[config.mk]
export PLATFORM = sky130hd
export DESIGN_NAME = data_back_serializer_flat
export DESIGN_NICKNAME = d
export VERILOG_FILES = /design/src/rtl/data_back_pkg.sv /design/src/rtl/data_back_serializer_if.sv /design/src/rtl/data_back_serializer_handshake.sv /design/src/rtl/data_back_serializer.sv /design/src/flat_wrapper.sv
export SDC_FILE = /design/constraint.sdc
export NUM_CORES = 1
export LEC_CHECK = 0
export ABC_AREA = 1
export ABC_CLOCK_PERIOD_IN_PS = 2400
export BUFFER_PORTS_ARGS = -buffer_cell sky130_fd_sc_hd__clkbuf_2
export CAP_MARGIN = 25
export CORE_MARGIN = 4
export CORE_UTILIZATION = 25
export DETAILED_ROUTE_END_ITERATION = 8
export GPL_TIMING_DRIVEN = 0
export SKIP_LAST_GASP = 1
export SYNTH_ARGS = -nofsm -noshare
export SYNTH_HDL_FRONTEND = slang
export SYNTH_SLANG_ARGS = --single-unit
[constraint.sdc]
create_clock -name clk -period 2.4 [get_ports clk]
set_input_delay 0.12 -clock clk [delete_from_list [all_inputs] [get_ports clk]]
set_output_delay 0.12 -clock clk [all_outputs]
set_load 0.02 [all_outputs]
[src/rtl/data_back_pkg.sv]
// -----------------------------------------------------------------------------
// data_back_pkg
// Shared definitions for the data-back serializer: framing FSM state encoding,
// datapath widths, default header byte and the frame length.
// Build option: DATA_BACK_CHECKSUM_EN appends an XOR checksum byte to every
// frame. This changes the frame length from 21 bytes to 22 bytes.
// -----------------------------------------------------------------------------
package data_back_pkg;

   localparam int DATA_W         = 160;
   localparam int BYTE_W         = 8;
   localparam int NUM_DATA_BYTES = DATA_W / BYTE_W;

   localparam logic [BYTE_W-1:0] DEFAULT_HEADER_BYTE = 8'hA5;

   // A frame is the header byte followed by the data bytes, plus an
   // optional checksum byte at the end.
`ifdef DATA_BACK_CHECKSUM_EN
   localparam int FRAME_LEN = NUM_DATA_BYTES + 2;
`else
   localparam int FRAME_LEN = NUM_DATA_BYTES + 1;
`endif
   localparam int LAST_IDX = FRAME_LEN - 1;
   localparam int CNT_W    = $clog2(FRAME_LEN);

   typedef enum logic [2:0] {
      ST_IDLE,
      ST_FETCH,
      ST_LOAD,
      ST_SEND,
      ST_WAIT_DONE
   } state_e;

endpackage

[src/rtl/data_back_serializer_if.sv]
// -----------------------------------------------------------------------------
// data_back_serializer_if
// Bundles the serializer's FIFO read port and its UART byte port.
//   data_back_fifo_empty : FIFO empty flag
//   data_back_fifo_rd    : FIFO read strobe (one-cycle pulse)
//   data_back            : FIFO dout, valid the cycle after the read strobe
//   send_ready           : UART idle / able to accept a byte
//   start_send           : byte request to the UART
//   data_send            : byte to transmit
// Modports: master = serializer side, slave = FIFO/UART side.
// -----------------------------------------------------------------------------
interface data_back_serializer_if;

   logic                              data_back_fifo_empty;
   logic                              data_back_fifo_rd;
   logic [data_back_pkg::DATA_W-1:0]  data_back;
   logic                              send_ready;
   logic                              start_send;
   logic [data_back_pkg::BYTE_W-1:0]  data_send;

   modport master (
      input  data_back_fifo_empty, data_back, send_ready,
      output data_back_fifo_rd, start_send, data_send
   );

   modport slave (
      output data_back_fifo_empty, data_back, send_ready,
      input  data_back_fifo_rd, start_send, data_send
   );

endinterface

[src/rtl/data_back_serializer_handshake.sv]
// -----------------------------------------------------------------------------
// uart_byte_handshake
// Request/accept/done sequencing for one byte towards the UART, and the
// per-phase timeout counter.
//   clk, reset_n : clock, asynchronous active-low reset
//   send_phase   : framer is in SEND (request phase)
//   wait_phase   : framer is in WAIT_DONE (byte in flight)
//   send_ready   : UART idle flag
//   byte_valid   : request towards the UART (drives start_send)
//   byte_accept  : UART took the byte (send_ready seen low after request)
//   byte_done    : UART finished the byte (send_ready seen high again)
//   timeout      : the current phase has lasted ACK_TIMEOUT cycles
// ACK_TIMEOUT = 0 disables the timeout.
// -----------------------------------------------------------------------------
module uart_byte_handshake #(
   parameter int ACK_TIMEOUT = 255
) (
   input  logic clk,
   input  logic reset_n,
   input  logic send_phase,
   input  logic wait_phase,
   input  logic send_ready,
   output logic byte_valid,
   output logic byte_accept,
   output logic byte_done,
   output logic timeout
);

   localparam logic [7:0] TO_LAST = (ACK_TIMEOUT > 0) ? 8'(ACK_TIMEOUT - 1) : 8'd0;

   logic       req_driven;
   logic [7:0] phase_cnt;
   logic       progress;

   assign byte_valid  = send_phase;
   // A send_ready that is already low on the first SEND cycle is not an
   // accept. The request must first have been driven for one full cycle.
   assign byte_accept = send_phase && req_driven && !send_ready;
   assign byte_done   = wait_phase && send_ready;
   assign progress    = byte_accept || byte_done;
   // A phase that makes progress in its last allowed cycle does not time out.
   assign timeout     = (ACK_TIMEOUT != 0) && (send_phase || wait_phase) &&
                        !progress && (phase_cnt == TO_LAST);

   // NOTE: sequential state uses non-blocking assignments so every register
   // samples pre-edge values regardless of process evaluation order.
   always_ff @(posedge clk or negedge reset_n) begin
      if (!reset_n) begin
         req_driven <= 1'b0;
         phase_cnt  <= '0;
      end else begin
         req_driven <= send_phase;
         // Any phase change (progress, or leaving both phases) restarts the
         // count, so every entry into SEND or WAIT_DONE begins at zero.
         if (!(send_phase || wait_phase) || progress)
            phase_cnt <= '0;
         else
            phase_cnt <= phase_cnt + 8'd1;
      end
   end

endmodule

[src/rtl/data_back_serializer.sv]
// -----------------------------------------------------------------------------
// data_back_serializer
// Reads 160-bit words from the data-back FIFO and sends each one to the UART
// as a frame: HEADER_BYTE, then data_back[159:152] .. data_back[7:0].
// With DATA_BACK_CHECKSUM_EN defined, an XOR-of-data checksum byte follows
// the data bytes.
//   clk, reset_n     : clock, asynchronous active-low reset
//   bus (master)     : FIFO read port and UART byte port
//   busy             : state is not IDLE
//   frames_sent      : completed frames, wraps at 16 bits
//   ack_timeout_err  : sticky handshake timeout flag, cleared only by reset
// -----------------------------------------------------------------------------
module data_back_serializer
   import data_back_pkg::*;
#(
   parameter logic [BYTE_W-1:0] HEADER_BYTE = DEFAULT_HEADER_BYTE,
   parameter int                ACK_TIMEOUT = 255
) (
   input  logic                  clk,
   input  logic                  reset_n,
   data_back_serializer_if.master bus,
   output logic                  busy,
   output logic [15:0]           frames_sent,
   output logic                  ack_timeout_err
);

   state_e             state, state_next;
   logic [DATA_W-1:0]  shift_reg;
   logic [CNT_W-1:0]   byte_cnt;
   logic [BYTE_W-1:0]  data_send_q;
   logic [BYTE_W-1:0]  next_data;
   logic               last_byte;
   logic               send_phase, wait_phase;
   logic               byte_valid, byte_accept, byte_done, timeout;
`ifdef DATA_BACK_CHECKSUM_EN
   logic [BYTE_W-1:0]  checksum;
`endif

   assign send_phase = (state == ST_SEND);
   assign wait_phase = (state == ST_WAIT_DONE);
   assign last_byte  = (byte_cnt == CNT_W'(LAST_IDX));

   uart_byte_handshake #(.ACK_TIMEOUT(ACK_TIMEOUT)) u_handshake (
      .clk         (clk),
      .reset_n     (reset_n),
      .send_phase  (send_phase),
      .wait_phase  (wait_phase),
      .send_ready  (bus.send_ready),
      .byte_valid  (byte_valid),
      .byte_accept (byte_accept),
      .byte_done   (byte_done),
      .timeout     (timeout)
   );

   // Decoding outputs from the state register means an asynchronous reset
   // drops the read strobe and the byte request immediately.
   assign bus.data_back_fifo_rd = (state == ST_FETCH);
   assign bus.start_send        = byte_valid;
   assign bus.data_send         = data_send_q;
   assign busy                  = (state != ST_IDLE);

   // Just after the header, the first data byte is still at the top of the
   // shift register. After that, each advance shifts out one byte first.
   assign next_data = (byte_cnt == '0) ? shift_reg[DATA_W-1 -: BYTE_W]
                                       : shift_reg[DATA_W-BYTE_W-1 -: BYTE_W];

   always_ff @(posedge clk or negedge reset_n) begin
      if (!reset_n) state <= ST_IDLE;
      else          state <= state_next;
   end

   // NOTE: state_next gets a default before the case statement, so no path
   // leaves it unassigned and no latch is inferred.
   always_comb begin
      state_next = state;
      unique case (state)
         ST_IDLE:      if (!bus.data_back_fifo_empty) state_next = ST_FETCH;
         ST_FETCH:     state_next = ST_LOAD;
         ST_LOAD:      state_next = ST_SEND;
         ST_SEND: begin
            if (timeout)          state_next = ST_IDLE;
            else if (byte_accept) state_next = ST_WAIT_DONE;
         end
         ST_WAIT_DONE: begin
            if (timeout)          state_next = ST_IDLE;
            else if (byte_done)   state_next = last_byte ? ST_IDLE : ST_SEND;
         end
         default:      state_next = ST_IDLE;
      endcase
   end

   // NOTE: the 160-bit shift register is reset along with the control state,
   // so the register contents always have a defined value.
   always_ff @(posedge clk or negedge reset_n) begin
      if (!reset_n) begin
         shift_reg       <= '0;
         byte_cnt        <= '0;
         data_send_q     <= '0;
         frames_sent     <= '0;
         ack_timeout_err <= 1'b0;
`ifdef DATA_BACK_CHECKSUM_EN
         checksum        <= '0;
`endif
      end else begin
         if (state == ST_LOAD) begin
            shift_reg   <= bus.data_back;
            byte_cnt    <= '0;
            data_send_q <= HEADER_BYTE;
`ifdef DATA_BACK_CHECKSUM_EN
            checksum    <= '0;
`endif
         end else if (byte_done && !last_byte) begin
            byte_cnt <= byte_cnt + 1'b1;
`ifdef DATA_BACK_CHECKSUM_EN
            if (byte_cnt == CNT_W'(NUM_DATA_BYTES)) begin
               data_send_q <= checksum;
            end else begin
               data_send_q <= next_data;
               checksum    <= checksum ^ next_data;
               if (byte_cnt != '0) shift_reg <= shift_reg << BYTE_W;
            end
`else
            data_send_q <= next_data;
            if (byte_cnt != '0) shift_reg <= shift_reg << BYTE_W;
`endif
         end

         if (byte_done && last_byte) frames_sent <= frames_sent + 16'd1;
         if (timeout)                ack_timeout_err <= 1'b1;
      end
   end

endmodule

[src/flat_wrapper.sv]
// flat-port wrapper written by rule: the top's interface ports become plain ports
module data_back_serializer_flat import data_back_pkg::*;
#(
   parameter logic [BYTE_W-1:0] HEADER_BYTE = DEFAULT_HEADER_BYTE,
   parameter int                ACK_TIMEOUT = 255
)
  (clk, reset_n, busy, frames_sent, ack_timeout_err, bus_data_back_fifo_empty, bus_data_back, bus_send_ready, bus_data_back_fifo_rd, bus_start_send, bus_data_send);
  data_back_serializer_if bus_i ();
  input  logic clk;
  input  logic reset_n;
  output logic busy;
  output logic [15:0] frames_sent;
  output logic ack_timeout_err;
  input wire logic [$bits(bus_i.data_back_fifo_empty)-1:0] bus_data_back_fifo_empty;
  input wire logic [$bits(bus_i.data_back)-1:0] bus_data_back;
  input wire logic [$bits(bus_i.send_ready)-1:0] bus_send_ready;
  output wire logic [$bits(bus_i.data_back_fifo_rd)-1:0] bus_data_back_fifo_rd;
  output wire logic [$bits(bus_i.start_send)-1:0] bus_start_send;
  output wire logic [$bits(bus_i.data_send)-1:0] bus_data_send;
  assign bus_i.data_back_fifo_empty = bus_data_back_fifo_empty;
  assign bus_i.data_back = bus_data_back;
  assign bus_i.send_ready = bus_send_ready;
  assign bus_data_back_fifo_rd = bus_i.data_back_fifo_rd;
  assign bus_start_send = bus_i.start_send;
  assign bus_data_send = bus_i.data_send;
  data_back_serializer #(.HEADER_BYTE(HEADER_BYTE), .ACK_TIMEOUT(ACK_TIMEOUT)) u_core (.clk(clk), .reset_n(reset_n), .bus(bus_i), .busy(busy), .frames_sent(frames_sent), .ack_timeout_err(ack_timeout_err));
endmodule
==> results by group <==
Floorplan
  – Die span in y: 208.0 microns
  – Core area: 0.03910 sq mm
  – IO Count: 192
  – Chip width: 208.0 microns
  – Rows: 72
  – Die footprint: 0.04325 sq mm
  – Initial core utilization: 25.57%

Clock tree
  – CTS H-tree lvls: 1
  – CTS tree: yes
  – CTS Sinks: 202
  – CTS Buffer Depth: 3
  – Worst-skew pair later-pin latency: 0.52 ns
  – CTS clk-pin slew, worst paths: 0.06 ns
  – TritonCTS Buffers: 25
  – Root Buffer: clkbuf_16

Final layout
  – Nets@finish: 1837
  – Highest-count cells in the layout ignoring fill and taps: 395 x nand2_1, 224 x o21ai_0, 202 x dfrtp_1
  – Final core utilization: 35.72%
  – Commonest non-fill, non-tap cell in the layout: nand2_1
  – Synthesis-to-finish area growth: 39.71%
  – Share of post-route cells with drive strength above 1: 17.80%
  – FILL cells: 4011
  – Largest register FFs: 160

Synthesis
  – Yosys cell types: 31
  – Post-synthesis compound-gate area fraction: 17.43%
  – Cell Area, Synth: 0.009997 sq mm
  – Largest family of logic cells by synthesized area: simple AND/OR/NAND/NOR gates
  – Seq/Total Area, Yosys: 50.56%
  – Synth Net Count: 1467
  – #FFs+latches synth: 202
  – Ranking of synthesized cells by area: dfrtp_1 51%, nand2_1 15%, o21ai_0 11%
  – Yosys top cell by area: dfrtp_1
  – Mux cell area share after synthesis: 0%
  – Synth Area in Simple Gates: 18.76%
  – Cells after Synth: 1298
  – Syn_area_per_cell: 7.702 sq um
  – Synth top area share: 50.56%
  – YS warnings: 0
  – Adder-cell share of the synthesized area: 0.6258%
  – Synth Area in XOR/XNOR: 1.314%

STA
  – Slew @ Worst Pin: 0.5850 ns
  – Slew HR: 61.00%
  – Unrepaired setup endpoints after global routing: true
  – Final min period: 2.297 ns
  – Clock Skew: 0.007803 ns
  – Tcrit/Tclk final: 95.69%
  – Final setup fails: 0
  – Final setup margin: 0.1033 ns
  – Final max-slew violation count: 0
  – Final setup TNS: 0 ns
  – Hold Fails Final Rpt: 0
  – Achievable Freq: 435.4 MHz

Global route
  – GRT Resource Usage Total: 14.65%
  – Global route overflow: 0
  – Initial antenna violation count: 2
  – Vias in the first global route: 9968
  – First-pass GRT wire length: 52.22 mm
  – Largest net degree at the start of global routing: 91

Drt
  – Vias per cell: 4.335
  – Total number of vias: 9554
  – DR WL met3: 1.583 mm
  – Remaining DRCs: 0
  – WL met1: 14.50 mm
  – DR pass1 iterations: 5
  – Routed WL: 32.27 mm
  – Highest routed metal layer: met4
  – Routed length on met2: 15.05 mm
  – WL/cell: 14.64 microns
  – Routed Antenna Nets: 0
  – DRT iter0 DRCs: 528

Setup path
  – Reg2reg end: u_core.shift_reg[107]
  – Reg2reg path depth: 14
  – Crit Path Max Fanout: 10
  – Reg2reg start: u_core.byte_cnt[0]
  – Worst reg2reg setup slack: 0.10 ns
  – Startpoint Class: flip-flop
  – Req. time, crit path: 2.80 ns
  – CP bufs+invs: 6
  – Crit-path max cell delay: 0.38 ns
  – Slowest cell on crit path: dfrtp_1
  – CP Capture Type: flip-flop
  – CP delay by family, top: simple AND/OR/NAND/NOR gates
  – Crit path cell chain: inv_1 > ha_1 > inv_1 > nor2_2 > nand3_2 > nand2_4 > inv_4 > nor2_4 > nor2_2 > buf_4 > buf_8 > buf_6 > nand2_1 > o21ai_2
  – Crit path kind: flip-flop to flip-flop
  – Critical path arrival: 2.70 ns

Outcome
  – Outcome: complete, no violations

Power and ir drop
  – Pleak: 0.006699 uW
  – Pwr/cell area: 1056 mW/mm^2
  – Max IR drop VDD: 0.5369 mV

Hold path
  – Hold wc startpoint: bus_data_back[116]
  – HP Class: input pin to flip-flop
  – Worst hold stages: 5
  – Worst Hold Endpoint: u_core.shift_reg[116]

Placement
  – Final GP Congestion: 0.8696
  – HPWL after DPL: 22.84 mm
  – I/O Buffers: 191
  – Setup WS pre-CTS: -0.06950 ns

Run
  – Max Cap Viol: 0
## layer usage
layer | track usage [%] | up-vias
met5 | 0 | -
met4 | 5.051 | 0
met2 | 24.61 | 247
met1 | 19.28 | 4437
li1 | - | 4818
met3 | 2.350 | 52
## area by class of cell
type	count	area [sq um]	area share [%]
inverter	187	704.4	5.043
tap	518	648.1	4.640
buffer	74	431.7	3.091
multi-input combinational	835	3820	27.35
antenna	1	2.502	0.01792
clock buffer	39	748.2	5.357
sequential	202	5055	36.19
timing repair buffer	343	2521	18.05
clock inverter	5	36.28	0.2598
## synthesized netlist by cell type
library cell	number
clkbuf_1	26
xor2_1	14
nor2_4	2
nand3_2	3
buf_4	1
nor2_2	3
nand3_1	15
nor3_1	15
nand3b_1	1
a21oi_1	18
buf_8	1
or2_2	1
o21a_1	3
nand2_2	1
inv_2	2
o21ai_1	90
inv_1	184
ha_1	5
nor2_1	32
a211oi_1	1
o31ai_1	1
inv_4	1
xnor2_1	1
dfrtp_1	202
buf_6	12
nand2_1	395
o21ai_2	4
a31o_2	1
buf_2	34
o21ai_0	224
nand4_1	5
## stage by stage
stage	hold slack, ns	instance area, sq um	instances	power (uW)
global placement	0.3309	11600	2007	10850
finish	0.001997	13970	2204	14750
global route	0.03140	13970	2204	16040
floorplan	-0.1756	9997	1298	9084
CTS	0.00006195	13950	2203	14930
detailed placement	0.03002	11660	2009	11000
## what timing repair did
action | in CTS | in global routing
setup endpoints to repair | 4 | 78
resized for setup | 1 | 7
hold buffers | 150 | 0
gates cloned | 0 | 0
setup buffers | 0 | 0
hold endpoints to repair | 352 | 0
## worst min-delay path, stage by stage
cell and delay [ns]:
clkbuf_2 0.12, nand2_1 0.05, o21ai_0 0.08, nand2_1 0.07, nand2_1 0.06
## worst max-delay path by stage
stage	from	end	slack, ns	cells past startpoint
after global placement	reset_n	u_core.shift_reg[31]	-2.85	1
after detailed placement	u_core.state[2]	u_core.shift_reg[112]	-0.07	8
final	u_core.byte_cnt[0]	u_core.shift_reg[107]	0.10	14
after global routing	u_core.byte_cnt[0]	u_core.shift_reg[109]	-0.02	14
after floorplan	u_core.byte_cnt[0]	u_core.shift_reg[46]	0.57	14
after CTS	u_core.byte_cnt[0]	u_core.shift_reg[109]	0.07	12
## power breakdown
part | internal [uW] | switching (uW) | total [uW]
sequential | 4780 | 400 | 5180
combinational | 2030 | 3920 | 5960
clock | 2130 | 1490 | 3620
## kinds of logic (layout without fill, tap and decap cells)
family | Yosys count | after routing
buffers and inverters | 261 | 648
adders and majority gates | 5 | 5
AOI/OAI and AO/OA | 342 | 342
other | 0 | 1
DFF | 202 | 202
and+or+nand+nor | 473 | 473
xor gates and xnor gates | 15 | 15
(Power assumes the default switching activity.)
